--- config.mk ---
export PLATFORM = sky130hd
export DESIGN_NAME = axis_batch_seq_flat
export DESIGN_NICKNAME = d
export VERILOG_FILES = /design/src/rtl/axis_batch_seq_if.sv /design/src/rtl/axis_batch_seq.sv /design/src/flat_wrapper.sv
export SDC_FILE = /design/constraint.sdc
export NUM_CORES = 1
export LEC_CHECK = 0
export CAP_MARGIN = 10
export CELL_PAD_IN_SITES_DETAIL_PLACEMENT = 1
export CELL_PAD_IN_SITES_GLOBAL_PLACEMENT = 2
export CORE_MARGIN = 2
export CORE_UTILIZATION = 31
export DETAILED_ROUTE_END_ITERATION = 10
export GPL_ROUTABILITY_DRIVEN = 0
export GPL_TIMING_DRIVEN = 0
export PLACE_DENSITY = 0.92
export SLEW_MARGIN = 30
export SYNTH_ARGS = -nofsm -noshare
export SYNTH_HDL_FRONTEND = slang
export SYNTH_SLANG_ARGS = --single-unit
--- constraint.sdc ---
create_clock -name AXIS_ACLK -period 4.1 [get_ports AXIS_ACLK]
set_input_delay 1.23 -clock AXIS_ACLK [delete_from_list [all_inputs] [get_ports AXIS_ACLK]]
set_output_delay 1.23 -clock AXIS_ACLK [all_outputs]
set_load 0.1 [all_outputs]
--- src/rtl/axis_batch_seq_if.sv ---
// Stream handshake bundle between the batch sequencer and the AXI-Stream ports.
// The master side is the sequencer: it accepts the input stream and drives the output stream.
interface axis_batch_seq_if;
    logic src_valid;
    logic src_last;
    logic src_ready;
    logic dst_valid;
    logic dst_last;
    logic dst_ready;

    modport master (
        input  src_valid,
        input  src_last,
        input  dst_ready,
        output src_ready,
        output dst_valid,
        output dst_last
    );

    modport slave (
        output src_valid,
        output src_last,
        output dst_ready,
        input  src_ready,
        input  dst_valid,
        input  dst_last
    );
endinterface

--- src/rtl/axis_batch_seq.sv ---
// Batch sequencer: loads weights, biases and per-sample inputs from the stream,
// starts each sample's compute and streams the results out with TLAST framing.
module axis_batch_seq #(
    parameter  int F_NUM  = 16,
    parameter  int PRM_AW = 10,
    parameter  int SRC_AW = 12,
    parameter  int DST_AW = 12,
    parameter  int BN_W   = 8,
    localparam int CW     = (F_NUM > 1) ? $clog2(F_NUM) : 1
) (
    input  logic              AXIS_ACLK,
    input  logic              AXIS_ARESETN,
    input  logic              run,
    input  logic              wwrite,
    input  logic              bwrite,
    input  logic [BN_W-1:0]   bn,
    input  logic [SRC_AW-1:0] ss,
    input  logic [DST_AW-1:0] ds,
    input  logic [PRM_AW-1:0] ks,
    axis_batch_seq_if.master  axis,
    output logic [CW-1:0]     prm_v,
    output logic              prm_we,
    output logic [PRM_AW-1:0] prm_a,
    output logic              src_v,
    output logic [SRC_AW-1:0] src_a,
    output logic              dst_v,
    output logic [DST_AW-1:0] dst_a,
    output logic              s_init,
    input  logic              s_fin,
    output logic              busy,
    output logic              err_last
);

    typedef enum logic [2:0] {
        S_IDLE = 3'd0,
        S_WLD  = 3'd1,
        S_BLD  = 3'd2,
        S_SLD  = 3'd3,
        S_EXEC = 3'd4,
        S_DST  = 3'd5,
        S_DONE = 3'd6
    } state_t;

    typedef enum logic [1:0] {
        C_NONE = 2'd0,
        C_W    = 2'd1,
        C_B    = 2'd2,
        C_R    = 2'd3
    } cmd_t;

    localparam logic [CW-1:0] V_LAST = CW'(F_NUM - 1);

    state_t            state_q, state_d;
    cmd_t              cmd_q, cmd_d;
    logic [CW-1:0]     prm_v_q, prm_v_d;
    logic [PRM_AW-1:0] prm_a_q, prm_a_d;
    logic [SRC_AW-1:0] src_a_q, src_a_d;
    logic [DST_AW-1:0] dst_a_q, dst_a_d;
    logic [BN_W-1:0]   batch_q, batch_d;
    logic              src_ready_q, src_ready_d;
    logic              dst_valid_q, dst_valid_d;
    logic              dst_last_q, dst_last_d;
    logic              s_init_q, s_init_d;
    logic              busy_q, busy_d;
    logic              err_last_q, err_last_d;

    logic              cmd_bit_s;
    logic              src_hs_s;
    logic              dst_hs_s;
    logic              last_exp_s;
    logic [BN_W-1:0]   bn_eff_s;
    logic [PRM_AW-1:0] ks_last_s;
    logic [SRC_AW-1:0] ss_last_s;
    logic [DST_AW-1:0] ds_last_s;

    assign src_hs_s  = axis.src_valid & src_ready_q;
    assign dst_hs_s  = dst_valid_q & axis.dst_ready;
    assign bn_eff_s  = (bn == {BN_W{1'b0}}) ? BN_W'(1) : bn;
    assign ks_last_s = ks - PRM_AW'(1);
    assign ss_last_s = ss - SRC_AW'(1);
    assign ds_last_s = ds - DST_AW'(1);

    // Level of the command bit that launched the current operation.
    always_comb begin
        cmd_bit_s = 1'b0;
        case (cmd_q)
            C_W:     cmd_bit_s = wwrite;
            C_B:     cmd_bit_s = bwrite;
            C_R:     cmd_bit_s = run;
            default: cmd_bit_s = 1'b0;
        endcase
    end

    // Next-state, counter and registered-output computation.
    always_comb begin
        state_d    = state_q;
        cmd_d      = cmd_q;
        prm_v_d    = prm_v_q;
        prm_a_d    = prm_a_q;
        src_a_d    = src_a_q;
        dst_a_d    = dst_a_q;
        batch_d    = batch_q;
        err_last_d = err_last_q;
        last_exp_s = 1'b0;

        case (state_q)
            S_IDLE: begin
                if (wwrite) begin
                    state_d = S_WLD;
                    cmd_d   = C_W;
                end else if (bwrite) begin
                    state_d = S_BLD;
                    cmd_d   = C_B;
                end else if (run) begin
                    state_d = S_SLD;
                    cmd_d   = C_R;
                end else begin
                    state_d = S_IDLE;
                    cmd_d   = C_NONE;
                end
                if (state_d != S_IDLE) begin
                    err_last_d = 1'b0;
                    batch_d    = {BN_W{1'b0}};
                    prm_v_d    = {CW{1'b0}};
                    prm_a_d    = {PRM_AW{1'b0}};
                    src_a_d    = {SRC_AW{1'b0}};
                    dst_a_d    = {DST_AW{1'b0}};
                end else begin
                    err_last_d = err_last_q;
                end
            end
            S_DONE: begin
                if (!cmd_bit_s) begin
                    state_d = S_IDLE;
                    cmd_d   = C_NONE;
                end else begin
                    state_d = S_DONE;
                end
            end
            default: begin
                // Dropping the command aborts everything except the sticky error.
                if (!cmd_bit_s) begin
                    state_d = S_IDLE;
                    cmd_d   = C_NONE;
                    prm_v_d = {CW{1'b0}};
                    prm_a_d = {PRM_AW{1'b0}};
                    src_a_d = {SRC_AW{1'b0}};
                    dst_a_d = {DST_AW{1'b0}};
                    batch_d = {BN_W{1'b0}};
                end else begin
                    case (state_q)
                        S_WLD: begin
                            last_exp_s = (prm_v_q == V_LAST) && (prm_a_q == ks_last_s);
                            if (src_hs_s && (prm_a_q == ks_last_s)) begin
                                prm_a_d = {PRM_AW{1'b0}};
                                if (prm_v_q == V_LAST) begin
                                    prm_v_d = {CW{1'b0}};
                                    state_d = S_DONE;
                                end else begin
                                    prm_v_d = prm_v_q + CW'(1);
                                end
                            end else if (src_hs_s) begin
                                prm_a_d = prm_a_q + PRM_AW'(1);
                            end else begin
                                prm_a_d = prm_a_q;
                            end
                        end
                        S_BLD: begin
                            last_exp_s = (prm_v_q == V_LAST);
                            prm_a_d    = {PRM_AW{1'b0}};
                            if (src_hs_s && (prm_v_q == V_LAST)) begin
                                prm_v_d = {CW{1'b0}};
                                state_d = S_DONE;
                            end else if (src_hs_s) begin
                                prm_v_d = prm_v_q + CW'(1);
                            end else begin
                                prm_v_d = prm_v_q;
                            end
                        end
                        S_SLD: begin
                            last_exp_s = (src_a_q == ss_last_s);
                            if (src_hs_s && (src_a_q == ss_last_s)) begin
                                src_a_d = {SRC_AW{1'b0}};
                                state_d = S_EXEC;
                            end else if (src_hs_s) begin
                                src_a_d = src_a_q + SRC_AW'(1);
                            end else begin
                                src_a_d = src_a_q;
                            end
                        end
                        S_EXEC: begin
                            if (s_fin) begin
                                state_d = S_DST;
                                dst_a_d = {DST_AW{1'b0}};
                            end else begin
                                state_d = S_EXEC;
                            end
                        end
                        S_DST: begin
                            if (dst_hs_s && (dst_a_q == ds_last_s)) begin
                                dst_a_d = {DST_AW{1'b0}};
                                batch_d = batch_q + BN_W'(1);
                                if (batch_d == bn_eff_s) begin
                                    state_d = S_DONE;
                                end else begin
                                    state_d = S_SLD;
                                end
                            end else if (dst_hs_s) begin
                                dst_a_d = dst_a_q + DST_AW'(1);
                            end else begin
                                dst_a_d = dst_a_q;
                            end
                        end
                        default: begin
                            state_d = S_IDLE;
                            cmd_d   = C_NONE;
                        end
                    endcase
                    if (src_hs_s && (axis.src_last != last_exp_s)) begin
                        err_last_d = 1'b1;
                    end else begin
                        err_last_d = err_last_q;
                    end
                end
            end
        endcase

        src_ready_d = (state_d == S_WLD) || (state_d == S_BLD) || (state_d == S_SLD);
        dst_valid_d = (state_d == S_DST);
        dst_last_d  = dst_valid_d && (dst_a_d == ds_last_s) &&
                      (batch_d == (bn_eff_s - BN_W'(1)));
        s_init_d    = (state_d == S_EXEC) && (state_q != S_EXEC);
        busy_d      = (state_d != S_IDLE) && (state_d != S_DONE);
    end

    // State, counters and registered outputs.
    always_ff @(posedge AXIS_ACLK or negedge AXIS_ARESETN) begin
        if (!AXIS_ARESETN) begin
            state_q     <= S_IDLE;
            cmd_q       <= C_NONE;
            prm_v_q     <= {CW{1'b0}};
            prm_a_q     <= {PRM_AW{1'b0}};
            src_a_q     <= {SRC_AW{1'b0}};
            dst_a_q     <= {DST_AW{1'b0}};
            batch_q     <= {BN_W{1'b0}};
            src_ready_q <= 1'b0;
            dst_valid_q <= 1'b0;
            dst_last_q  <= 1'b0;
            s_init_q    <= 1'b0;
            busy_q      <= 1'b0;
            err_last_q  <= 1'b0;
        end else begin
            state_q     <= state_d;
            cmd_q       <= cmd_d;
            prm_v_q     <= prm_v_d;
            prm_a_q     <= prm_a_d;
            src_a_q     <= src_a_d;
            dst_a_q     <= dst_a_d;
            batch_q     <= batch_d;
            src_ready_q <= src_ready_d;
            dst_valid_q <= dst_valid_d;
            dst_last_q  <= dst_last_d;
            s_init_q    <= s_init_d;
            busy_q      <= busy_d;
            err_last_q  <= err_last_d;
        end
    end

    assign axis.src_ready = src_ready_q;
    assign axis.dst_valid = dst_valid_q;
    assign axis.dst_last  = dst_last_q;
    assign prm_v    = prm_v_q;
    assign prm_a    = prm_a_q;
    assign src_a    = src_a_q;
    assign dst_a    = dst_a_q;
    assign s_init   = s_init_q;
    assign busy     = busy_q;
    assign err_last = err_last_q;
    // Buffer strobes follow the live handshake so a write is never delayed past its data.
    assign prm_we   = src_hs_s & ((state_q == S_WLD) || (state_q == S_BLD));
    assign src_v    = src_hs_s & (state_q == S_SLD);
    assign dst_v    = dst_hs_s;

endmodule
--- src/flat_wrapper.sv ---
// flat-port wrapper written by rule: the top's interface ports become plain ports
module axis_batch_seq_flat 
#(
    parameter  int F_NUM  = 16,
    parameter  int PRM_AW = 10,
    parameter  int SRC_AW = 12,
    parameter  int DST_AW = 12,
    parameter  int BN_W   = 8,
    localparam int CW     = (F_NUM > 1) ? $clog2(F_NUM) : 1
)
  (AXIS_ACLK, AXIS_ARESETN, run, wwrite, bwrite, bn, ss, ds, ks, prm_v, prm_we, prm_a, src_v, src_a, dst_v, dst_a, s_init, s_fin, busy, err_last, axis_src_valid, axis_src_last, axis_dst_ready, axis_src_ready, axis_dst_valid, axis_dst_last);
  axis_batch_seq_if axis_i ();
  input  logic AXIS_ACLK;
  input  logic AXIS_ARESETN;
  input  logic run;
  input  logic wwrite;
  input  logic bwrite;
  input  logic [BN_W-1:0] bn;
  input  logic [SRC_AW-1:0] ss;
  input  logic [DST_AW-1:0] ds;
  input  logic [PRM_AW-1:0] ks;
  output logic [CW-1:0] prm_v;
  output logic prm_we;
  output logic [PRM_AW-1:0] prm_a;
  output logic src_v;
  output logic [SRC_AW-1:0] src_a;
  output logic dst_v;
  output logic [DST_AW-1:0] dst_a;
  output logic s_init;
  input  logic s_fin;
  output logic busy;
  output logic err_last;
  input wire logic [$bits(axis_i.src_valid)-1:0] axis_src_valid;
  input wire logic [$bits(axis_i.src_last)-1:0] axis_src_last;
  input wire logic [$bits(axis_i.dst_ready)-1:0] axis_dst_ready;
  output wire logic [$bits(axis_i.src_ready)-1:0] axis_src_ready;
  output wire logic [$bits(axis_i.dst_valid)-1:0] axis_dst_valid;
  output wire logic [$bits(axis_i.dst_last)-1:0] axis_dst_last;
  assign axis_i.src_valid = axis_src_valid;
  assign axis_i.src_last = axis_src_last;
  assign axis_i.dst_ready = axis_dst_ready;
  assign axis_src_ready = axis_i.src_ready;
  assign axis_dst_valid = axis_i.dst_valid;
  assign axis_dst_last = axis_i.dst_last;
  axis_batch_seq #(.F_NUM(F_NUM), .PRM_AW(PRM_AW), .SRC_AW(SRC_AW), .DST_AW(DST_AW), .BN_W(BN_W)) u_core (.AXIS_ACLK(AXIS_ACLK), .AXIS_ARESETN(AXIS_ARESETN), .run(run), .wwrite(wwrite), .bwrite(bwrite), .bn(bn), .ss(ss), .ds(ds), .ks(ks), .axis(axis_i), .prm_v(prm_v), .prm_we(prm_we), .prm_a(prm_a), .src_v(src_v), .src_a(src_a), .dst_v(dst_v), .dst_a(dst_a), .s_init(s_init), .s_fin(s_fin), .busy(busy), .err_last(err_last));
endmodule
# Yosys cells after proc, flatten, opt, wreduce, memory -nomap -nowiden
# Cells that the tools add are included.
# word_totals
regBits	57
output_inout_bits	47
inputBits	51
elab_cells	149
# classes
n_mux	63
reduce_logical	26
n_eq_ne	33
n_bitwise	5
n_addsub	9
# op_table
cell	n
12-bit 2-to-1 mux	10
12-bit case mux with 2 select lines	3
10-bit 2-to-1 mux	4
8-bit 2-to-1 mux	5
10-bit case mux with 2 select lines	2
12-bit equality test	3
3-bit 2-to-1 mux	11
12-bit by 1-bit adder with 12-bit output (second input constant)	2
4-bit 2-to-1 mux	6
12-bit by 1-bit subtractor with 12-bit output (second input constant)	2
8-bit equality test	2
4-bit case mux with 2 select lines	2
8-bit case mux with 2 select lines	1
3-bit equality test (second input constant)	5
3-bit case mux with 5 select lines	1
2-bit 2-to-1 mux	7
3-bit by 2-bit equality test with 1-bit output (second input constant)	4
3-bit != test (second input constant)	4
4-bit != test (second input constant)	3
4-bit AND reduction	3
10-bit by 1-bit adder with 10-bit output (second input constant)	1
10-bit equality test	1
1-bit logical AND	10
5-bit != test (second input constant)	2
27 further kinds	42

# Logic depth before layout (Yosys ltp)
# Gate-level depths: netlist (run 1).
# logic_depth
ltp_word	11
depth_mapped	15
depth_no_buf	14

# Worst setup path before layout (run 1)
# OpenSTA, ideal clock, no wires.
# synth_path
kind	input to register
start	input port ds[0]
end	register u_core.dst_last_q, in the netlist u_core.axis.dst_last
path_slack_ns	-0.066
setup_time_ns	0.101
arrival_ns	4.065
n_path_buf	1
stages	13
t_required_ns	3.999
path_cell_list	inv_1 -> ha_1 -> or3b_4 -> or4_1 -> a21o_1 -> a21oi_2 -> and3_1 -> buf_6 -> and2_4 -> a22o_4 -> o221ai_1 -> or4b_1 -> nor4_1
# synth_via
elab_cells_between_ends	20
cone_classes	add/sub: 1; eq/ne: 4; mux: 12; reduce/logical: 3
# synth_lines
item	line	source
start: declaration	flat_wrapper.sv:20	input logic [DST_AW-1:0] ds;
12-bit by 1-bit subtractor with 12-bit output	axis_batch_seq.sv:81	assign ds_last_s = ds - DST_AW'(1);
12-bit equality test	axis_batch_seq.sv:200	if (dst_hs_s && (dst_a_q == ds_last_s)) begin
1-bit logical AND	axis_batch_seq.sv:200	
8-bit 2-to-1 mux	axis_batch_seq.sv:200	
8-bit 2-to-1 mux	axis_batch_seq.sv:151	case (state_q)
8-bit 2-to-1 mux	axis_batch_seq.sv:142	if (!cmd_bit_s) begin
8-bit case mux with 2 select lines	axis_batch_seq.sv:106	case (state_q)
via u_core.batch_d[7]	axis_batch_seq.sv:59	logic [BN_W-1:0] batch_q, batch_d;
8-bit equality test	axis_batch_seq.sv:231	(batch_d == (bn_eff_s - BN_W'(1)));
1-bit logical AND	axis_batch_seq.sv:230	dst_last_d = dst_valid_d && (dst_a_d == ds_last_s) &&
via u_core.dst_last_d	axis_batch_seq.sv:62	logic dst_last_q, dst_last_d;
end signal: assignment	axis_batch_seq.sv:262	dst_last_q <= dst_last_d;
end: declaration	axis_batch_seq.sv:62	
# The timed path passes the listed nets, and every way through them passes these cells.
# A chain may end at the register's enable or synchronous reset.

# Worst setup path in the final report (run 1)
# layout_path
start	input port ds[1]
end	register u_core.dst_last_q, in the netlist u_core.axis.dst_last
# layout_via
elab_chain_cells	10
elab_cells_between_ends	20
cone_classes	add/sub: 1; eq/ne: 4; mux: 12; reduce/logical: 3
# layout_lines
item	line	source
12-bit by 1-bit subtractor with 12-bit output	axis_batch_seq.sv:81	
12-bit equality test	axis_batch_seq.sv:200	
1-bit logical AND	axis_batch_seq.sv:200	
12-bit 2-to-1 mux	axis_batch_seq.sv:200	
12-bit case mux with 2 select lines	axis_batch_seq.sv:151	
12-bit 2-to-1 mux	axis_batch_seq.sv:142	
12-bit case mux with 2 select lines	axis_batch_seq.sv:106	
via u_core.dst_a_d[1]	axis_batch_seq.sv:58	logic [DST_AW-1:0] dst_a_q, dst_a_d;
12-bit equality test	axis_batch_seq.sv:230	
1-bit logical AND (2 in a row)	axis_batch_seq.sv:230	
via u_core.dst_last_d	axis_batch_seq.sv:62	
# The timed path passes the listed nets, and every way through them passes these cells.

==> results of run 1 <==
==> metal layers <==
metal  share of wire  vias to the layer above
li1                -                     2523
met1            0.44                     2612
met2            0.52                       76
met3           0.030                       19
met4           0.014                        0
met5               0                        -
==> stage by stage <==
stage	worst slack [ns]	setup TNS (ns)	power (mW)	cells	area [sq um]
5_1_grt	-0.3102	-0.3973	2.494	974	7136
2_1_floorplan	0.02830	0	1.211	633	5034
6_report	-0.1798	-0.1798	2.372	974	7136
4_1_cts	-0.2182	-0.2182	2.325	962	6783
3_3_place_gp	-1.133	-22.24	1.457	943	6245
3_5_place_dp	-1.165	-19.54	1.484	944	6262
==> synthesized netlist by cell type, types with 3 or more instances <==
library cell / instances
nor2_1: 59
o22ai_1: 4
nand4b_1: 3
a32oi_1: 4
or3_1: 4
nand3_1: 40
o311ai_1: 4
o211ai_1: 4
o21ai_0: 46
o31ai_1: 7
inv_1: 24
clkbuf_1: 16
nand2b_1: 7
xnor2_1: 57
xnor3_1: 3
nand3b_1: 5
nand4_1: 9
dfrtp_1: 57
nor2b_1: 9
a21o_1: 6
xor2_1: 34
a31oi_1: 10
nor4_1: 11
nand2_1: 68
nor3_1: 19
mux2i_1: 5
o21ai_1: 7
a21oi_1: 22
and3_1: 14
and2_1: 5
ha_1: 11
or2_2: 3
==> power by group through the flow <==
stage               clock [mW]  sequential [mW]  combinational [mW]
floorplan                    0            0.801               0.410
global placement             0            0.651               0.806
detailed placement           0            0.653               0.831
CTS                      0.826            0.644               0.855
global route             0.851            0.650               0.994
finish                   0.819            0.644               0.909
==> final timing paths <==
kind / startpoint / endpoint / slack [ns]
worst min register to register: u_core.err_last / u_core.err_last / 0.53
min in group asynchronous: AXIS_ARESETN / u_core.prm_a[3] / 0.84
worst max register to register: u_core.batch_q[0] / u_core.axis.dst_last / 0.52
max in group asynchronous: AXIS_ARESETN / u_core.batch_q[7] / 2.76
worst min-delay path: u_core.err_last / u_core.err_last / 0.53
worst max-delay path: ds[1] / u_core.axis.dst_last / -0.18
==> layout make-up <==
type / instances / area (sq um)
fillers: 1890 / 8750
multi-input cells: 532 / 3837
flip-flops and latches: 57 / 1426
repair buffers: 111 / 1094
clock buffers: 15 / 297.8
well taps: 216 / 270.3
inverters: 25 / 101.3
plain buffers: 17 / 78.83
clock inverters: 1 / 30.03
==> registers in the layout, summed over array words and instances, names as in the netlist <==
name / cells
u_core.cmd_q: 2
u_core.prm_v: 4
u_core.state_q: 3
u_core.err_last: 1
u_core.axis.src_ready: 1
u_core.axis.dst_valid: 1
u_core.dst_a: 12
u_core.axis.dst_last: 1
u_core.busy: 1
u_core.s_init: 1
u_core.batch_q: 8
u_core.prm_a: 10
u_core.src_a: 12
==> kinds of logic (layout without fill, tap and decap cells) <==
logic type               Yosys count  count (layout)  share of synthesized area
AND/OR/NAND/NOR                  275             275                     0.2776
AO/OA/AOI/OAI                    144             144                     0.1876
XOR/XNOR                          94              94                     0.1722
flip-flops                        57              57                     0.2841
buffers and inverters             44             169                    0.03439
adder cells (fa/ha/maj)           11              11                    0.02741
multiplexers                       8               8                    0.01670
==> timing repair <==
| item | CTS | global route |
|---|---|---|
| pin swaps | 9 | 25 |
| hold buffers | 0 | 0 |
| resized for setup | 53 | 79 |
| buffers inserted | 4 | 12 |
| endpoints found under the setup margin | 29 | 23 |
| gates cloned | 0 | 0 |
==> run summary, run 1 <==
Logic pwr share -> 0.383
Hold Path Depth -> 1
met1 global-route usage -> 0.2535
CTS tree -> done
Seq pwr share -> 0.271
synthesized flop and latch total -> 57
diodes inserted -> 0
GRT met2 Usage -> 0.3491
antenna violations before repair -> 0
fmax -> 233.7 MHz
Overall Global Routing Usage -> 0.2009
first-pass GRT wire length -> 28.90 mm
worst-margin pin slew -> 1.002 ns
Max IR drop VDD -> 0.2068 mV
CP Depth -> 13
full die area -> 0.01723 sq mm
routed len/inst -> 18.22 um
Core Util, Final -> 0.4492
Final period util -> 1.044
syn avg cell area -> 7.932 sq um
Power Dens Cells -> 332.4 mW/mm^2
most common cell after layout, fill and taps aside -> clkdlybuf4s50_1
Iter 0 DRT Violations -> 268
clock-pin slew on the worst setup and hold paths -> 0.05 ns
Data arrival, critical path -> 4.52 ns
status -> complete, but fails checks
share of synthesized registers carrying an async set or reset -> 1.000
WP buf/inv -> 2
die height -> 131.3 um
dpl hpwl -> 12.98 mm
layout cells sized above 1 -> 0.1491
final WL -> 17.74 mm
slowest stage cell, crit path -> or4_4
met3 global-route usage -> 0.03781
Largest stage delay, worst path -> 0.49 ns
setup violators final -> 1
Pre-antenna DRT Iters -> 4
Seq/Total Area, Yosys -> 0.2841
Starting Density -> 0.3161
Synth area leader -> dfrtp_1
Synth Instances -> 633
Post-synth EDFFs -> 0
Hold Path Class -> register to register
clk sinks -> 57
Worst Slack Setup Final -> -0.1798 ns
top post-synthesis cells by area -> dfrtp_1, xnor2_1, xor2_1, nand2_1, o21ai_0
row cnt -> 46
Syn-to-layout area delta -> 42.11%
RSZ-0062 raised after global routing -> yes
Pint -> 1.439 mW
Tmin final -> 4.280 ns
Core Area -> 0.01589 sq mm
Synth top area share -> 0.2841
vias in the first global route -> 5581
Hold Slack -> 0.5325 ns
Hold Vio Cnt, Final -> 0
most frequent cells in the layout -> clkdlybuf4s50_1, nand2_1, dfrtp_1
Req. time, crit path -> 4.34 ns
Clk pwr share -> 0.345
Critical Path Source Type -> input port
Worst Setup End Kind -> register
Net Sw Frac -> 0.3934
clk_lat worst skew -> 0.33 ns
top_reg_cell synth -> dfrtp_1
Synth Warn # -> 0
worst-path fanout max -> 7
Critical Path, Cell by Cell -> buf_8 -> inv_4 -> ha_4 -> or3b_4 -> or4_4 -> a21o_1 -> a21oi_4 -> a31oi_4 -> and2_1 -> a32o_1 -> xor2_1 -> nand4_1 -> nor4_4
Antenna Nets Post-Route -> 0
Psw -> 932.9 uW
DR vias -> 5230
nets@finish -> 815
Netlist Area Pre-Place -> 0.005021 sq mm
Most Crowded Layer GR -> met2
Post-Synthesis Net Count -> 695
IO buf count -> 94
Residual DRC -> 0
Max Buffers Root-to-Sink -> 2
critical path class -> input port to register
Slew Limit Fails -> 0
TritonCTS Buffers -> 9
max_cap viols -> 0
I/O pin count -> 98
Netlist cell types -> 75
clk_skew -> 0.008186 ns
Congestion Overflow GR -> 0
CTS Root Cell -> clkbuf_16
largest net degree at the start of global routing -> 31
failing checks -> setup timing
Slew headroom -> 0.3302
CP top delay family -> simple AND/OR/NAND/NOR gates
DIE WIDTH -> 131.3 um
H-tree depth -> 3
Vias/cell -> 5.370
leakage power -> 2.893 nW
Reg2Reg Depth -> 12
Note: power is estimated with default switching activity, not from simulation.
==> inputs of run 2 (changes only) <==
--- a/config.mk
+++ b/config.mk
@@ -5,6 +5,7 @@
 export SDC_FILE = /design/constraint.sdc
 export NUM_CORES = 1
 export LEC_CHECK = 0
+export ABC_CLOCK_PERIOD_IN_PS = 4100
 export CAP_MARGIN = 10
 export CELL_PAD_IN_SITES_DETAIL_PLACEMENT = 1
 export CELL_PAD_IN_SITES_GLOBAL_PLACEMENT = 2
@@ -12,8 +13,8 @@
 export CORE_UTILIZATION = 31
 export DETAILED_ROUTE_END_ITERATION = 10
 export GPL_ROUTABILITY_DRIVEN = 0
-export GPL_TIMING_DRIVEN = 0
 export PLACE_DENSITY = 0.92
+export SETUP_SLACK_MARGIN = 0.4
 export SLEW_MARGIN = 30
 export SYNTH_ARGS = -nofsm -noshare
 export SYNTH_HDL_FRONTEND = slang
==> run summary, run 2 (synthesis gave the netlist of run 1 again) <==
status -> complete, but fails checks
failing checks -> setup timing
WL met2 -> 11.12 mm (+21%)
Worst Slack Setup Final -> -0.02077 ns (+0.1590 ns)
clk_skew -> 0.006371 ns (-0.001815 ns)
nets@finish -> 914 (+12%)
Power Dens Cells -> 307.6 mW/mm^2 (-7.4%)
Iter 0 DRT Violations -> 508 (+90%)
I/O pin count -> 98 (unchanged)
dpl hpwl -> 14.66 mm (+13%)
IO buf count -> 97 (+3.2%)
Req. time, crit path -> 4.34 ns (about the same)
Largest stage delay, worst path -> 0.49 ns (about the same)
Tmin final -> 4.121 ns (-0.1590 ns)
vias in the first global route -> 6289 (+13%)
Hold Vio Cnt, Final -> 0 (unchanged)
DR vias -> 5883 (+12%)
hold buffers post-CTS -> 0 (unchanged)
setup tns final -> -0.02077 ns (+0.1590 ns)
Antenna Nets Post-Route -> 0 (unchanged)
final WL -> 21.38 mm (+21%)
Setup WS pre-CTS -> -0.7144 ns (+0.4509 ns)
full die area -> 0.01723 sq mm (unchanged)
clock-pin slew on the worst setup and hold paths -> 0.05 ns (about the same)
H-tree depth -> 3 (unchanged)
critical path class -> input port to register
Starting Density -> 0.3161 (unchanged)
Slew headroom -> 0.3289 (-0.001345)
Critical Path Source Type -> input port
worst-path fanout max -> 5 (-2)
# fillers -> 1891 (+0.053%)
Data arrival, critical path -> 4.36 ns (-0.16 ns)
first-pass GRT wire length -> 33.93 mm (+17%)
highest metal used -> met4
Metal-1 WL -> 8.846 mm (+14%)
most common cell after layout, fill and taps aside -> buf_4
Vias/cell -> 5.483 (+2.1%)
fmax -> 242.7 MHz (+3.9%)
Reg2Reg Depth -> 13 (+1)
leakage power -> 3.472 nW (+20%)
CTS tree -> done
diodes inserted -> 0 (unchanged)
CP most frequent cell -> buf_6
cell area after placement -> 0.006983 sq mm (+12%)
non-filler instance count after layout -> 1073 (+10%)
clk sinks -> 57 (unchanged)
routed len/inst -> 19.93 um (+9.4%)
clk_lat worst skew -> 0.34 ns (about the same)
Syn-to-layout area delta -> 61.05%
RSZ-0062 raised after global routing -> yes
Critical Path, Cell by Cell -> buf_8 -> inv_4 -> ha_4 -> or3b_4 -> buf_4 -> o311ai_4 -> a21o_1 -> a21oi_2 -> and3_4 -> buf_6 -> buf_6 -> a211o_1 -> nor2_1 -> and3_1 -> or4b_4 -> nor4_4
CTS Root Cell -> clkbuf_16
Worst Setup End Kind -> register
DIE WIDTH -> 131.3 um (unchanged)
most frequent cells in the layout -> buf_4, nand2_1, dfrtp_1
setup violators final -> 1 (unchanged)
TritonCTS Buffers -> 9 (unchanged)
total power -> 2.488 mW (+4.9%)
Pre-antenna DRT Iters -> 5 (+1)
Residual DRC -> 0 (unchanged)
Slew Limit Fails -> 0 (unchanged)
row cnt -> 46 (unchanged)
Core Area -> 0.01589 sq mm (unchanged)
Hold Path Depth -> 1 (unchanged)
Congestion Overflow GR -> 0 (unchanged)
met3 WL -> 865 um (+62%)
antenna violations before repair -> 0 (unchanged)
worst-margin pin slew -> 1.004 ns (+0.002011 ns)
max_cap viols -> 0 (unchanged)
slowest stage cell, crit path -> or4b_4
Overall Global Routing Usage -> 0.2420 (+0.04104)
Hold Path Class -> register to register
largest net degree at the start of global routing -> 58 (+87%)
Max IR drop VDD -> 0.2699 mV (+31%)
Post-Place Cells -> 1027 (+8.8%)
Final period util -> 1.005 (-0.03879)
final instance area -> 0.008087 sq mm (+13%)
Max Buffers Root-to-Sink -> 2 (unchanged)
die height -> 131.3 um (unchanged)
layout cells sized above 1 -> 0.3197 (+0.1706)
[run 2: cell types whose count changed in the layout (fill, tap and decap cells not counted), moves of 4 or more]
cell             delta
clkbuf_8            -4
nand2_1             -5
clkdlybuf4s50_1    -25
o21ai_2             +4
nor4_2              +4
buf_6              +10
buf_4             +117
nand2_2             +4
dlymetal6s2s_1      -4
o21ai_0             -6
clkbuf_1           -11
dlygate4sd2_1      +14
[run 2: power breakdown]
| part | switching, mW | total [mW] | leakage, nW | internal (mW) |
|---|---|---|---|---|
| clock network | 0.267 | 0.752 | 0.144 | 0.485 |
| registers | 0.0702 | 0.670 | 0.788 | 0.600 |
| logic | 0.673 | 1.07 | 2.54 | 0.393 |
| total | 1.01 | 2.49 | 3.47 | 1.48 |
[run 2: metal layers]
layer  vias up  GRT usage
met3        49    0.04591
li1       2724          -
met1      2926     0.2881
met5         -          0
met2       184     0.4389
met4         0    0.07609
[run 2: worst max-delay path: cells and delay by family]
kind / cells / cell delay [ns]
buffers and inverters: 5 / 0.55
and+or+nand+nor: 6 / 1.69
adders and majority gates: 1 / 0.13
AOI/OAI and AO/OA: 4 / 0.77
[run 2: through the flow]
| stage | util | hold slack, ns |
|---|---|---|
| final | 0.5091 | 0.5320 |
| after global routing | 0.5091 | 0.5486 |
| after CTS | 0.4893 | 0.5334 |
| after detailed placement | 0.4396 | 0.4867 |
| after global placement | 0.4396 | 0.4805 |
| after floorplan | - | 0.4943 |
[run 2: path summary, 6_finish.rpt]
kind / start / endpoint / slack, ns
worst max-delay path: ds[0] / u_core.axis.dst_last / -0.02
worst min-delay path: u_core.cmd_q[0] / u_core.cmd_q[0] / 0.53
worst min register to register: u_core.cmd_q[0] / u_core.cmd_q[0] / 0.53
worst max register to register: u_core.batch_q[0] / u_core.axis.dst_last / 0.51
min in group asynchronous: AXIS_ARESETN / u_core.src_a[9] / 1.06
max in group asynchronous: AXIS_ARESETN / u_core.batch_q[3] / 2.52
[run 2: layout make-up]
| class | count | area (sq um) | share of cell area |
|---|---|---|---|
| multi-input cells | 532 | 4050 | 0.5009 |
| clock buffers | 13 | 250.2 | 0.03095 |
| flip-flops and latches | 57 | 1426 | 0.1764 |
| repair buffers | 227 | 1951 | 0.2412 |
| well taps | 216 | 270.3 | 0.03342 |
| inverters | 25 | 98.84 | 0.01222 |
| clock inverters | 3 | 40.04 | 0.004951 |
[run 2: timing repair]
item	CTS	global route
resized for setup	121	62
buffers inserted	17	12
hold endpoints to repair	0	0
pin swaps	50	43
cloned	1	0
setup endpoints to repair	28	18
==> inputs of run 3 (changes only) <==
--- a/config.mk
+++ b/config.mk
@@ -15,7 +15,7 @@
 export GPL_ROUTABILITY_DRIVEN = 0
 export PLACE_DENSITY = 0.92
 export SETUP_SLACK_MARGIN = 0.4
-export SLEW_MARGIN = 30
+export SLEW_MARGIN = 20
 export SYNTH_ARGS = -nofsm -noshare
 export SYNTH_HDL_FRONTEND = slang
 export SYNTH_SLANG_ARGS = --single-unit
==> results of run 3 <==
Same layout as run 2: the final DEF is identical, and so are final timing and power.
